==> src/rtl/id_ex_stage.sv <==
// ID/EX pipeline register with operand select, EX/MEM and MEM/WB forwarding, load-use detect.
// Latency: 1 cycle ID->EX; operands, forwarding and load_use_stall_o are combinational off EX state.
// Backpressure: stall_i freezes EX (rs data keep refreshing); load_use_stall_o asks upstream to hold.
module id_ex_stage #(
    parameter int XLEN = 32,
    parameter int REGW = 5
) (
    input  logic            clk_i,
    input  logic            rst_i,
    input  logic            stall_i,
    input  logic            flush_i,
    input  logic            id_valid_i,
    input  logic [XLEN-1:0] id_pc_i,
    input  logic [XLEN-1:0] id_rs1_data_i,
    input  logic [XLEN-1:0] id_rs2_data_i,
    input  logic [XLEN-1:0] id_imm_i,
    input  logic [REGW-1:0] id_rs1_i,
    input  logic [REGW-1:0] id_rs2_i,
    input  logic [REGW-1:0] id_rd_i,
    input  logic [3:0]      id_alu_ctrl_i,
    input  logic            id_alusrc_i,
    input  logic            id_auipc_i,
    input  logic            id_reg_write_i,
    input  logic            id_mem_read_i,
    input  logic            id_mem_write_i,
    input  logic            id_mem_to_reg_i,
    input  logic            exmem_reg_write_i,
    input  logic [REGW-1:0] exmem_rd_i,
    input  logic [XLEN-1:0] exmem_result_i,
    input  logic            memwb_reg_write_i,
    input  logic [REGW-1:0] memwb_rd_i,
    input  logic [XLEN-1:0] memwb_result_i,
    output logic [XLEN-1:0] operand1_o,
    output logic [XLEN-1:0] operand2_o,
    output logic [3:0]      alu_ctrl_o,
    output logic [XLEN-1:0] ex_store_data_o,
    output logic [REGW-1:0] ex_rd_o,
    output logic            ex_valid_o,
    output logic            ex_reg_write_o,
    output logic            ex_mem_read_o,
    output logic            ex_mem_write_o,
    output logic            ex_mem_to_reg_o,
    output logic            load_use_stall_o
);

    logic            ex_valid;
    logic            ex_reg_write;
    logic            ex_mem_read;
    logic            ex_mem_write;
    logic            ex_mem_to_reg;
    logic            ex_alusrc;
    logic            ex_auipc;
    logic [3:0]      ex_alu_ctrl;
    logic [REGW-1:0] ex_rd;
    logic [REGW-1:0] ex_rs1;
    logic [REGW-1:0] ex_rs2;
    logic [XLEN-1:0] ex_pc;
    logic [XLEN-1:0] ex_imm;
    logic [XLEN-1:0] ex_rs1_data;
    logic [XLEN-1:0] ex_rs2_data;

    logic [XLEN-1:0] fwd_rs1;
    logic [XLEN-1:0] fwd_rs2;
    logic            bubble;

    // EX/MEM beats MEM/WB; x0 never forwards; bubbles see raw registered data.
    always_comb begin
        fwd_rs1 = ex_rs1_data;
        fwd_rs2 = ex_rs2_data;
        if (ex_valid) begin
            if (exmem_reg_write_i && exmem_rd_i != '0 && exmem_rd_i == ex_rs1)
                fwd_rs1 = exmem_result_i;
            else if (memwb_reg_write_i && memwb_rd_i != '0 && memwb_rd_i == ex_rs1)
                fwd_rs1 = memwb_result_i;

            if (exmem_reg_write_i && exmem_rd_i != '0 && exmem_rd_i == ex_rs2)
                fwd_rs2 = exmem_result_i;
            else if (memwb_reg_write_i && memwb_rd_i != '0 && memwb_rd_i == ex_rs2)
                fwd_rs2 = memwb_result_i;
        end
    end

    // rs2 is compared even for I-type: a spurious stall is cheaper than a missed one.
    always_comb begin
        load_use_stall_o = ex_valid && ex_mem_read && (ex_rd != '0) && id_valid_i &&
                           ((ex_rd == id_rs1_i) || (ex_rd == id_rs2_i));
    end

    // Reset and flush share the all-zero bubble; a stall defers the load-use bubble.
    assign bubble = rst_i || flush_i || (!stall_i && load_use_stall_o);

    always_ff @(posedge clk_i) begin
        if (bubble) begin
            ex_valid      <= 1'b0;
            ex_reg_write  <= 1'b0;
            ex_mem_read   <= 1'b0;
            ex_mem_write  <= 1'b0;
            ex_mem_to_reg <= 1'b0;
            ex_alusrc     <= 1'b0;
            ex_auipc      <= 1'b0;
            ex_alu_ctrl   <= '0;
            ex_rd         <= '0;
            ex_rs1        <= '0;
            ex_rs2        <= '0;
            ex_pc         <= '0;
            ex_imm        <= '0;
            ex_rs1_data   <= '0;
            ex_rs2_data   <= '0;
        end else if (stall_i) begin
            // Capture producers retiring out of MEM/WB while EX is frozen.
            ex_rs1_data <= fwd_rs1;
            ex_rs2_data <= fwd_rs2;
        end else begin
            ex_valid      <= id_valid_i;
            ex_reg_write  <= id_reg_write_i;
            ex_mem_read   <= id_mem_read_i;
            ex_mem_write  <= id_mem_write_i;
            ex_mem_to_reg <= id_mem_to_reg_i;
            ex_alusrc     <= id_alusrc_i;
            ex_auipc      <= id_auipc_i;
            ex_alu_ctrl   <= id_alu_ctrl_i;
            ex_rd         <= id_rd_i;
            ex_rs1        <= id_rs1_i;
            ex_rs2        <= id_rs2_i;
            ex_pc         <= id_pc_i;
            ex_imm        <= id_imm_i;
            ex_rs1_data   <= id_rs1_data_i;
            ex_rs2_data   <= id_rs2_data_i;
        end
    end

    assign operand1_o      = ex_auipc  ? ex_pc  : fwd_rs1;
    assign operand2_o      = ex_alusrc ? ex_imm : fwd_rs2;
    assign ex_store_data_o = fwd_rs2;
    assign alu_ctrl_o      = ex_alu_ctrl;
    assign ex_rd_o         = ex_rd;
    assign ex_valid_o      = ex_valid;
    assign ex_reg_write_o  = ex_reg_write;
    assign ex_mem_read_o   = ex_mem_read;
    assign ex_mem_write_o  = ex_mem_write;
    assign ex_mem_to_reg_o = ex_mem_to_reg;

endmodule

==> config.mk <==
export PLATFORM = sky130hd
export DESIGN_NAME = id_ex_stage
export DESIGN_NICKNAME = d
export VERILOG_FILES = /design/src/rtl/id_ex_stage.sv
export SDC_FILE = /design/constraint.sdc
export NUM_CORES = 1
export LEC_CHECK = 0
export BUFFER_PORTS_ARGS = -buffer_cell sky130_fd_sc_hd__buf_2
export CORE_AREA = 5 5 161 147
export CTS_CLUSTER_SIZE = 16
export DETAILED_ROUTE_END_ITERATION = 6
export DIE_AREA = 0 0 166 152
export PLACE_DENSITY = 0.6
export SLEW_MARGIN = 20
export SYNTH_ARGS = -nofsm -noshare
export SYNTH_HDL_FRONTEND = slang
export SYNTH_SLANG_ARGS = --single-unit
==> constraint.sdc <==
create_clock -name clk_i -period 2.8 [get_ports clk_i]
set_input_delay 0.42 -clock clk_i [delete_from_list [all_inputs] [get_ports clk_i]]
set_output_delay 0.42 -clock clk_i [all_outputs]
set_load 0.02 [all_outputs]
Word-level counts from Yosys, hierarchy flattened:

Cells that the tools add are included.

* equal/unequal tests: 6
* multiplexer cells: 10
* reduce and logical (&&, ||, !) cells: 18

Operator list (number)
* 2-to-1 mux 32 bit: 10
* equality test 5 bit: 6
* nonzero test 5 bit: 3
* logical AND 1 bit: 11
* logical OR 1 bit: 3
* zero test 1 bit: 1

* flip-flop bits (word level): 154
* output and inout bits: 111

Logic depth before layout (Yosys ltp):

Gate-level depths: netlist of the first run.

* depth in word-level cells: 7
* depth in mapped cells: 8
* mapped depth without buffers: 6

Worst setup path before layout of the first run:

No wires, ideal clock.

* path kind: input port to output port
* start: in exmem_rd_i[1]
* end: out operand2_o[0]
* required time: 2.380 ns
* data arrival time: 2.136 ns
* cell stages on the path: 7
* setup slack: 0.244 ns
* path buffers: 1
* path through: or4_1 -> nor2_2 -> nor4_4 -> and2b_1 -> buf_6 -> a222oi_1 -> o21ai_1

* cells in the longest elaborated chain, start to end: 6

RTL lines
* from (decl): RTL line 28 `input logic [REGW-1:0] exmem_rd_i,`
* nonzero test 5 bit: RTL line 76 `if (exmem_reg_write_i && exmem_rd_i != '0 && exmem_rd_i == ex_rs2)`
* logical AND 1 bit: RTL line 76
* logical AND 1 bit *: RTL line 76
* 2-to-1 mux 32 bit *: RTL line 76
* 2-to-1 mux 32 bit *: RTL line 70 `if (ex_valid) begin`
* 2-to-1 mux 32 bit *: RTL line 133 `assign operand2_o = ex_alusrc ? ex_imm : fwd_rs2;`
* to (decl): RTL line 34 `output logic [XLEN-1:0] operand2_o,`

Every way passes the cells marked *; elsewhere a longest branch is shown, timed or not.

Worst setup path after layout of the first run:

* start: reg ex_rs2[1]
* end: out operand2_o[4]

* cells in the longest elaborated chain, start to end: 6

RTL lines
* from (decl): RTL line 56 `logic [REGW-1:0] ex_rs2;`
* from (signal assigned): RTL line 124 `ex_rs2 <= id_rs2_i;`
* equality test 5 bit: RTL line 78 `else if (memwb_reg_write_i && memwb_rd_i != '0 && memwb_rd_i == ex_rs2)`
* logical AND 1 bit: RTL line 78
* 2-to-1 mux 32 bit: RTL line 78
* 2-to-1 mux 32 bit *: RTL line 76
* 2-to-1 mux 32 bit *: RTL line 70
* 2-to-1 mux 32 bit *: RTL line 133

Marks and branches as above.

==> flow_summary.json, run 1 <==
{
  "status": "finished with violations",
  "failed_checks": "DRC, setup timing",
  "grt_max_degree": 144,
  "track_usage": 0.229,
  "min_period_ns": 3.05,
  "hpwlAfterDp_microns": 21600,
  "crit_family": "buffers and inverters",
  "r2r_end": "ex_rs1_data[12]$_SDFF_PP0_",
  "clock_path_buffers": 2,
  "clk-insertion-delay-late_ns": 0.42,
  "cp.buffers_inverters": 5,
  "ys_ff_latch": 154,
  "required_ns": 2.38,
  "fmax_mhz": 328,
  "initial_core_util": 0.340,
  "grt_setup_unrepaired": "yes",
  "min_path_type": "in -> reg",
  "critPathSlowestCell": "a222oi_1",
  "synth.distinct_cells": 30,
  "die-area_sq_mm": 0.0252,
  "seqCellArea_sq_mm": 0.00310,
  "crit-reg2reg-launch": "ex_rs1[1]$_SDFFE_PP0N_",
  "reg2reg_depth": 11,
  "layout_commonest_cell": "buf_2",
  "ys.flop_type": "dfxtp_1",
  "io_pins": 345,
  "drtIter0Drc": 843,
  "total_power_uw": 5590,
  "holdPathEnd": "ex_imm[28]$_SDFFE_PP0N_",
  "syn-num-nets": 1123,
  "viasPerCell": 5.15,
  "rows": 52,
  "die_w_microns": 166,
  "fin_skew_ns": 0.0131,
  "crit_path_max_fanout": 5,
  "drcViolationCount": 1,
  "synth_warnings": 0,
  "place_ws_ns": -0.280,
  "endpoint_kind": "output pin",
  "syn2layout_area_growth_pct": 55.3,
  "wire_per_inst_microns": 19.1,
  "synthCells": 889,
  "power.density_mw_per_mm2": 480,
  "grt-ovfl-total": 0,
  "worst_pin_slew_ns": 0.788,
  "holdPathStages": 3,
  "slew_viol_final": 0,
  "antenna_found_initial": 8,
  "min_from": "id_imm_i[28]",
  "cpPeakStageDelay_ns": 0.38,
  "routed-via-count": 8291,
  "avgSynthCellArea_sq_um": 8.44,
  "grt_pass1_wl_microns": 46300,
  "synth_edf_count": 0,
  "drt_first_pass_iters": 7,
  "routed_wl_microns": 30800,
  "crit_path_start_kind": "register",
  "grt_pass1_vias": 8260,
  "crit_chain": "buf_6, xnor2_2, nand3_2, nor4_4, buf_4, o21ai_4, clkbuf_16, a222oi_1, buf_4, o21ai_2, buf_6",
  "max-slew-margin-rel": 0.474,
  "async_flop_share": 0,
  "multi_input_area_sq_mm": 0.00423,
  "worst_slack_ns": -0.251,
  "crit_arrival_ns": 2.63,
  "path_clk_slew_ns": 0.07,
  "core_sq_mm": 0.0221,
  "clock_sinks": 154,
  "fin_nets": 1531,
  "finalSetupViolCount": 96,
  "ys_seq_area_frac": 0.411,
  "path_class": "reg -> out",
  "numCtsBuffers": 17,
  "fp.dieH_microns": 152,
  "ir_drop_mv": 0.362,
  "maxCapViolCount": 0,
  "post-route-period-util": 1.09,
  "cts_tree": "done",
  "n_fill_cell": 2077,
  "cts_htree_levels": 4,
  "io_buffer_count": 344,
  "ant_nets": 0,
  "p_leak_uw": 0.00549,
  "r2r_setup_slack_ns": 0.47,
  "gp_congestion": 0.883,
  "synth_area_sq_mm": 0.00750,
  "hold_viol": 0,
  "final_cell_mix": "buf_2 (294), dfxtp_1 (145), buf_4 (109)",
  "drive_gt1_frac": 0.430,
  "root_buffer": "clkbuf_16"
}
routing by layer:
layer / share of wire / vias up / global-route usage
li1: - / 3994 / -
met1: 0.42 / 3877 / 0.288
met2: 0.47 / 365 / 0.382
met3: 0.078 / 45 / 0.0660
met4: 0.020 / 10 / 0.0695
met5: 0.0017 / - / 0
state kept, by name, summed over array words and instances, names as in the netlist, 4 cells and up:
name,flops
ex_rs1,5
ex_imm,32
ex_pc,32
ex_rs2_data,32
ex_rs2,5
alu_ctrl_o,4
ex_rd_o,5
ex_rs1_data,32
cell type report:
cell class	instances	area share
multi-input cells	623	0.363
repair buffers	468	0.278
flip-flops and latches	154	0.266
clock buffers	18	0.0377
well taps	297	0.0319
clock inverters	13	0.0120
inverters	33	0.0106
diodes	3	0.000645
timing repair:
action                                 CTS  global route
pin swaps                               46            35
resized for setup                      128            41
setup endpoints to repair               96            96
setup buffers                           29            13
endpoints found under the hold margin    0             0
hold buffers                             0             0
cloned                                   5             2
cell usage after synthesis, drive strengths merged (2+ instances only):
cell type  instances  area (sq um)
buf               12          78.8
nor4               4          55.1
a21oi             65           325
nand3              5          25.0
xor2               8          70.1
inv               33           124
nor2              92           348
or4                2          15.0
dfxtp            154          3080
nand2             66           248
nand4              2          12.5
xnor2             22           193
a222oi            63           631
and2              65           407
mux2i             90           901
clkbuf            67           251
o21ai            131           667
report_power, final:
group	leakage (uW)	switching, uW	internal (uW)
clock network	0.000275	994	1340
logic	0.00395	483	455
registers	0.00126	46.6	2270
total	0.00549	1520	4070
metrics by stage:
step	utilization	hold WS [ns]	TNS [ns]	area (sq um)	cells
global placement	0.456	0.471	-7.41	10000	1530
detailed placement	0.456	0.480	-10.20	10000	1530
CTS	0.515	0.206	-19.00	11400	1593
floorplan	-	0.463	0	7500	889
global route	0.528	0.208	-31.26	11600	1609
finish	0.528	0.221	-16.16	11600	1609
cells by family (layout without fill, tap and decap cells):
group                     count (synthesis)  count (layout)  share of synthesized area
xor gates and xnor gates                 30              30                     0.0350
muxes                                    90              90                      0.120
and+or+nand+nor                         240             240                      0.152
DFF                                     154             154                      0.411
buffers and inverters                   112             532                     0.0606
AOI/OAI and AO/OA                       263             263                      0.222
other                                     0               3                          0
worst max-delay path by stage:
stage | startpoint | to | slack, ns | cells past startpoint
2_1_floorplan | exmem_rd_i[1] | operand2_o[0] | 0.24 | 7
3_3_place_gp | memwb_rd_i[3] | operand1_o[31] | -0.22 | 10
3_5_place_dp | memwb_rd_i[4] | operand2_o[18] | -0.28 | 10
4_1_cts | ex_rs2[1]$_SDFFE_PP0N_ | operand2_o[1] | -0.31 | 11
5_1_grt | ex_rs2[2]$_SDFFE_PP0N_ | operand2_o[1] | -0.45 | 11
6_report | ex_rs2[1]$_SDFFE_PP0N_ | operand2_o[4] | -0.25 | 11
worst min-delay path, cell delays in order:
cell	delay (ns)
buf_2	0.07
mux2i_1	0.05
nor2_1	0.07
No activity file was read; power rests on OpenSTA's default activity.
==> run 2, diff against run 1 <==
PLACE_DENSITY = 0.61   (was 0.6)
REMOVE_ABC_BUFFERS = 1   (was unset)
==> flow_summary.json, run 2 (same netlist as run 1, synthesis figures left out) <==
{
  "min_period_ns": 3.07,
  "reg2reg_depth": 15,
  "ant_nets": 0,
  "layout_commonest_cell": "buf_2",
  "routed_wl_microns": 29600,
  "ir_drop_mv": 0.313,
  "min_from": "id_alu_ctrl_i[1]",
  "post-route-period-util": 1.10,
  "wire_per_inst_microns": 18.4,
  "antenna_found_initial": 6,
  "path_class": "reg -> out",
  "crit_arrival_ns": 2.65,
  "grt_max_degree": 123,
  "maxCapViolCount": 0,
  "die_w_microns": 166,
  "max-slew-margin-rel": 0.523,
  "fmax_mhz": 326,
  "power.density_mw_per_mm2": 478,
  "gp_congestion": 0.885,
  "fp.dieH_microns": 152,
  "syn2layout_area_growth_pct": 53.1,
  "fin_skew_ns": 0.0118,
  "holdPathStages": 3,
  "routed-via-count": 8334,
  "cpPeakStageDelay_ns": 0.44,
  "crit_chain": "xnor2_1, nand4_1, nor4_4, buf_4, o21ai_4, buf_12, a222oi_1, o21ai_1, buf_2",
  "cts_tree": "done",
  "final_cell_mix": "buf_2 (306), dfxtp_1 (144), buf_4 (107)",
  "seqCellArea_sq_mm": 0.00311,
  "track_usage": 0.216,
  "crit-reg2reg-launch": "ex_rs1[3]$_SDFFE_PP0N_",
  "grt-ovfl-total": 0,
  "rows": 52,
  "holdPathEnd": "alu_ctrl_o[1]$_SDFFE_PP0N_",
  "path_clk_slew_ns": 0.07,
  "drcViolationCount": 3,
  "grt_pass1_vias": 8109,
  "finalSetupViolCount": 96,
  "r2r_setup_slack_ns": 0.11,
  "core_sq_mm": 0.0221,
  "cts_htree_levels": 4,
  "total_power_uw": 5490,
  "hold_viol": 0,
  "crit_family": "compound AO/OA/AOI/OAI gates",
  "crit_path_max_fanout": 12,
  "r2r_end": "ex_rs1_data[27]$_SDFF_PP0_",
  "initial_core_util": 0.340,
  "clock_sinks": 154,
  "failed_checks": "DRC, setup timing",
  "clk-insertion-delay-late_ns": 0.42,
  "hpwlAfterDp_microns": 20400,
  "viasPerCell": 5.19,
  "numCtsBuffers": 17,
  "io_buffer_count": 344,
  "worst_pin_slew_ns": 0.716,
  "required_ns": 2.38,
  "clock_path_buffers": 2,
  "worst_slack_ns": -0.272,
  "multi_input_area_sq_mm": 0.00417,
  "n_antenna_cell": 0,
  "dpl_cell_area_sq_mm": 0.00998,
  "endpoint_kind": "output pin",
  "slew_viol_final": 0,
  "drtIter0Drc": 1050,
  "status": "finished with violations",
  "critPathSlowestCell": "a222oi_1",
  "crit_path_start_kind": "register",
  "p_leak_uw": 0.00544,
  "n_fill_cell": 2075,
  "die-area_sq_mm": 0.0252,
  "fin_nets": 1529,
  "final_area_sq_mm": 0.0115,
  "min_path_type": "in -> reg",
  "drive_gt1_frac": 0.425,
  "io_pins": 345,
  "root_buffer": "clkbuf_16",
  "drt_first_pass_iters": 7,
  "grt_pass1_wl_microns": 44100,
  "grt_setup_unrepaired": "yes",
  "cp.buffers_inverters": 3
}
-- run 2: cell count changes in the layout (fill, tap and decap cells not counted), moves of 5 or more --
cell     before  now
inv_2        10   15
buf_2       294  306
buf_6        40   32
o21ai_1      45   54
inv_1        23   18
o21ai_2      17    9
-- run 2: area by class of cell --
type | instances | share of cell area
multi-input cells | 623 | 0.363
inverters | 33 | 0.0108
repair buffers | 466 | 0.275
clock inverters | 15 | 0.0118
well taps | 297 | 0.0324
clock buffers | 17 | 0.0370
flip-flops and latches | 154 | 0.271
-- run 2: where the power goes --
group	leakage (uW)	total [uW]	switching, uW	internal, uW
sequential	0.00126	2310	46.4	2270
clock	0.000282	2250	1070	1180
combinational	0.00389	927	476	451
total	0.00544	5490	1590	3900
-- run 2: per-stage QoR --
stage / utilization / setup slack [ns] / instances / hold WS (ns) / setup TNS [ns]
floorplan: - / -0.662 / 810 / 0.463 / -121.35
CTS: 0.501 / -0.247 / 1590 / 0.201 / -14.73
global placement: 0.453 / -0.159 / 1523 / 0.468 / -4.35
detailed placement: 0.453 / -0.191 / 1523 / 0.483 / -6.90
global route: 0.521 / -0.403 / 1605 / 0.209 / -28.91
finish: 0.521 / -0.272 / 1605 / 0.220 / -13.20
-- run 2: worst max-delay path by stage --
stage,startpoint,to,slack (ns),cells past startpoint
after detailed placement,exmem_rd_i[2],operand1_o[11],-0.19,10
after global routing,ex_rs2[3]$_SDFFE_PP0N_,ex_store_data_o[3],-0.40,10
after global placement,exmem_rd_i[2],operand1_o[11],-0.16,10
after floorplan,exmem_rd_i[1],operand1_o[0],-0.66,6
final,ex_rs1[3]$_SDFFE_PP0N_,operand1_o[16],-0.27,9
after CTS,ex_rs2[3]$_SDFFE_PP0N_,ex_store_data_o[3],-0.25,10
-- run 2: layer usage --
metal,vias to the layer above,part of all wire,track usage
met5,-,0.0021,0
met4,12,0.024,0.0738
met3,55,0.091,0.0691
met2,415,0.46,0.350
met1,3864,0.42,0.272
li1,3988,-,-
-- run 2: timing repair --
action	in CTS	in global routing
hold buffers	0	0
cloned	3	4
endpoints found under the hold margin	0	0
setup endpoints to repair	96	97
setup buffers	34	14
pin swaps	48	39
gates resized for setup	50	83
-- run 2: worst register-to-register path, delay by kind of cell (launching register included) --
kind | cells | cell delay [ns]
AOI/OAI and AO/OA | 3 | 0.54
xor gates and xnor gates | 1 | 0.18
buffers and inverters | 9 | 1.10
DFF | 1 | 0.34
and+or+nand+nor | 2 | 0.39
==> run 3, diff against run 2 <==
CORE_AREA = 5 5 140 128   (was 5 5 161 147)
DIE_AREA = 0 0 145 133   (was 0 0 166 152)
PLACE_DENSITY = 0.78   (was 0.61)
==> flow_summary.json, run 3 (same netlist as run 1, synthesis figures left out) <==
{
  "slew_viol_final": 0,
  "crit_path_start_kind": "register",
  "io_pins": 345,
  "die_w_microns": 145,
  "maxCapViolCount": 0,
  "crit_path_max_fanout": 12,
  "cts_htree_levels": 4,
  "place_ws_ns": -0.253,
  "rows": 45,
  "fp.dieH_microns": 133,
  "clock_path_buffers": 2,
  "numCtsBuffers": 17,
  "p_sw_uw": 1460,
  "ir_drop_mv": 0.431,
  "hold_buffers": 0,
  "clkPwrFrac": 0.421,
  "power.internal_uw": 4170,
  "failed_checks": "setup timing",
  "drt_first_pass_iters": 7,
  "worst_pin_slew_ns": 0.653,
  "critPathLaunch": "ex_rs2[3]$_SDFFE_PP0N_",
  "min_path_type": "in -> reg",
  "gp_congestion": 0.919,
  "p_seq_frac": 0.412,
  "fin_skew_ns": 0.0116,
  "grt_pass1_vias": 8397,
  "initial_core_util": 0.455,
  "p_comb_frac": 0.167,
  "r2r_setup_slack_ns": 0.12,
  "worst_slack_ns": -0.316,
  "die-area_sq_mm": 0.0193,
  "layoutNonFillerInstCount": 1517,
  "fmax_mhz": 321,
  "drtIter0Drc": 827,
  "drcViolationCount": 0,
  "required_ns": 2.38,
  "grt_pass1_wl_microns": 43800,
  "p_sw_frac": 0.260,
  "cts_tree": "done",
  "syn2layout_area_growth_pct": 52.2,
  "setup.worst_path.end": "ex_store_data_o[16]",
  "crit-reg2reg-launch": "ex_rs1[4]$_SDFFE_PP0N_",
  "core_sq_mm": 0.0165,
  "grt_max_degree": 126,
  "wire_per_inst_microns": 19.4,
  "viasPerCell": 5.67,
  "max-slew-margin-rel": 0.564,
  "endpoint_kind": "output pin",
  "antenna_found_initial": 2,
  "grt_setup_unrepaired": "yes",
  "finalSetupViolCount": 96,
  "fin_hold_ws_ns": 0.225,
  "power.density_mw_per_mm2": 493,
  "final_cell_mix": "buf_2 (301), dfxtp_1 (143), buf_4 (114)",
  "min_period_ns": 3.12,
  "path_clk_slew_ns": 0.06,
  "clock_sinks": 154,
  "status": "finished with violations",
  "reg2reg_depth": 14,
  "post-route-period-util": 1.11,
  "ant_nets": 0,
  "track_usage": 0.279,
  "fin_nets": 1528,
  "grt-ovfl-total": 0,
  "layout_commonest_cell": "buf_2",
  "routed-via-count": 8607,
  "root_buffer": "clkbuf_16",
  "final_util": 0.692,
  "clk-insertion-delay-late_ns": 0.42,
  "routed_wl_microns": 29500,
  "final.setup.tns_ns": -20.08,
  "dp_cells": 1439,
  "path_class": "reg -> out",
  "drive_gt1_frac": 0.424,
  "r2r_end": "ex_rs1_data[0]$_SDFF_PP0_",
  "p_leak_uw": 0.00544,
  "io_buffer_count": 344,
  "hpwlAfterDp_microns": 19500,
  "crit_arrival_ns": 2.70,
  "hold_viol": 0
}
## run 3: changes by cell type in the layout (fill, tap and decap cells not counted), sizes merged
| cell | previous run | this run |
|---|---|---|
| inv | 43 | 35 |
| bufinv | 0 | 3 |
| buf | 459 | 463 |
| clkinv | 5 | 3 |
| diode | 0 | 1 |
| clkinvlp | 0 | 2 |
| clkbuf | 23 | 22 |
| bufbuf | 1 | 0 |
## run 3: per-stage QoR
stage               total power [uW]  area [sq um]
finish                          5630         11400
global route                    5830         11400
CTS                             5600         11100
detailed placement              3190          9900
global placement                3180          9900
floorplan                       2740          7170
## run 3: layout make-up
cell class	instances	area (sq um)
flip-flops and latches	154	3110
diodes	1	2.50
repair buffers	465	3120
clock inverters	10	141
inverters	33	124
clock buffers	20	457
well taps	211	264
multi-input cells	623	4200
fillers	1242	5080
## run 3: worst max-delay path, cell delays in order (launching register included)
cell and delay [ns]:
dfxtp_2 0.35, xnor2_2 0.17, nand4_1 0.20, nor4_4 0.31, buf_4 0.19, o21ai_4 0.07
buf_6 0.18, a222oi_1 0.42, buf_4 0.19, inv_1 0.04, buf_2 0.15
## run 3: how the worst min path moves through the flow
stage / from / depth (start not counted) / to / slack, ns
final: id_imm_i[17] / 3 / ex_imm[17]$_SDFFE_PP0N_ / 0.22
after global placement: ex_mem_to_reg_o$_SDFFE_PP0N_ / 2 / ex_mem_to_reg_o$_SDFFE_PP0N_ / 0.47
after detailed placement: ex_pc[29]$_SDFFE_PP0N_ / 2 / ex_pc[29]$_SDFFE_PP0N_ / 0.48
after CTS: id_imm_i[17] / 3 / ex_imm[17]$_SDFFE_PP0N_ / 0.21
after floorplan: ex_imm[31]$_SDFFE_PP0N_ / 2 / ex_imm[31]$_SDFFE_PP0N_ / 0.46
after global routing: id_rd_i[0] / 3 / ex_rd_o[0]$_SDFFE_PP0N_ / 0.21
## run 3: layer usage
metal	global-route usage	part of all wire	vias to the layer above
met5	0	0.00044	-
met4	0.108	0.026	2
met3	0.0825	0.099	65
met2	0.468	0.50	496
met1	0.336	0.38	4062
li1	-	-	3982
## run 3: repair_timing
item	CTS	global route
resized for setup	51	95
cloned	5	1
pin swaps	58	50
buffers inserted	31	20
endpoints found under the hold margin	0	0
setup endpoints to repair	96	97
## run 3: power groups by stage
stage / Sequential [uW] / Combinational [uW] / Clock (uW)
2_1_floorplan: 2370 / 369 / 0
3_3_place_gp: 2370 / 815 / 0
3_5_place_dp: 2370 / 826 / 0
4_1_cts: 2320 / 873 / 2400
5_1_grt: 2330 / 1010 / 2490
6_report: 2320 / 943 / 2370
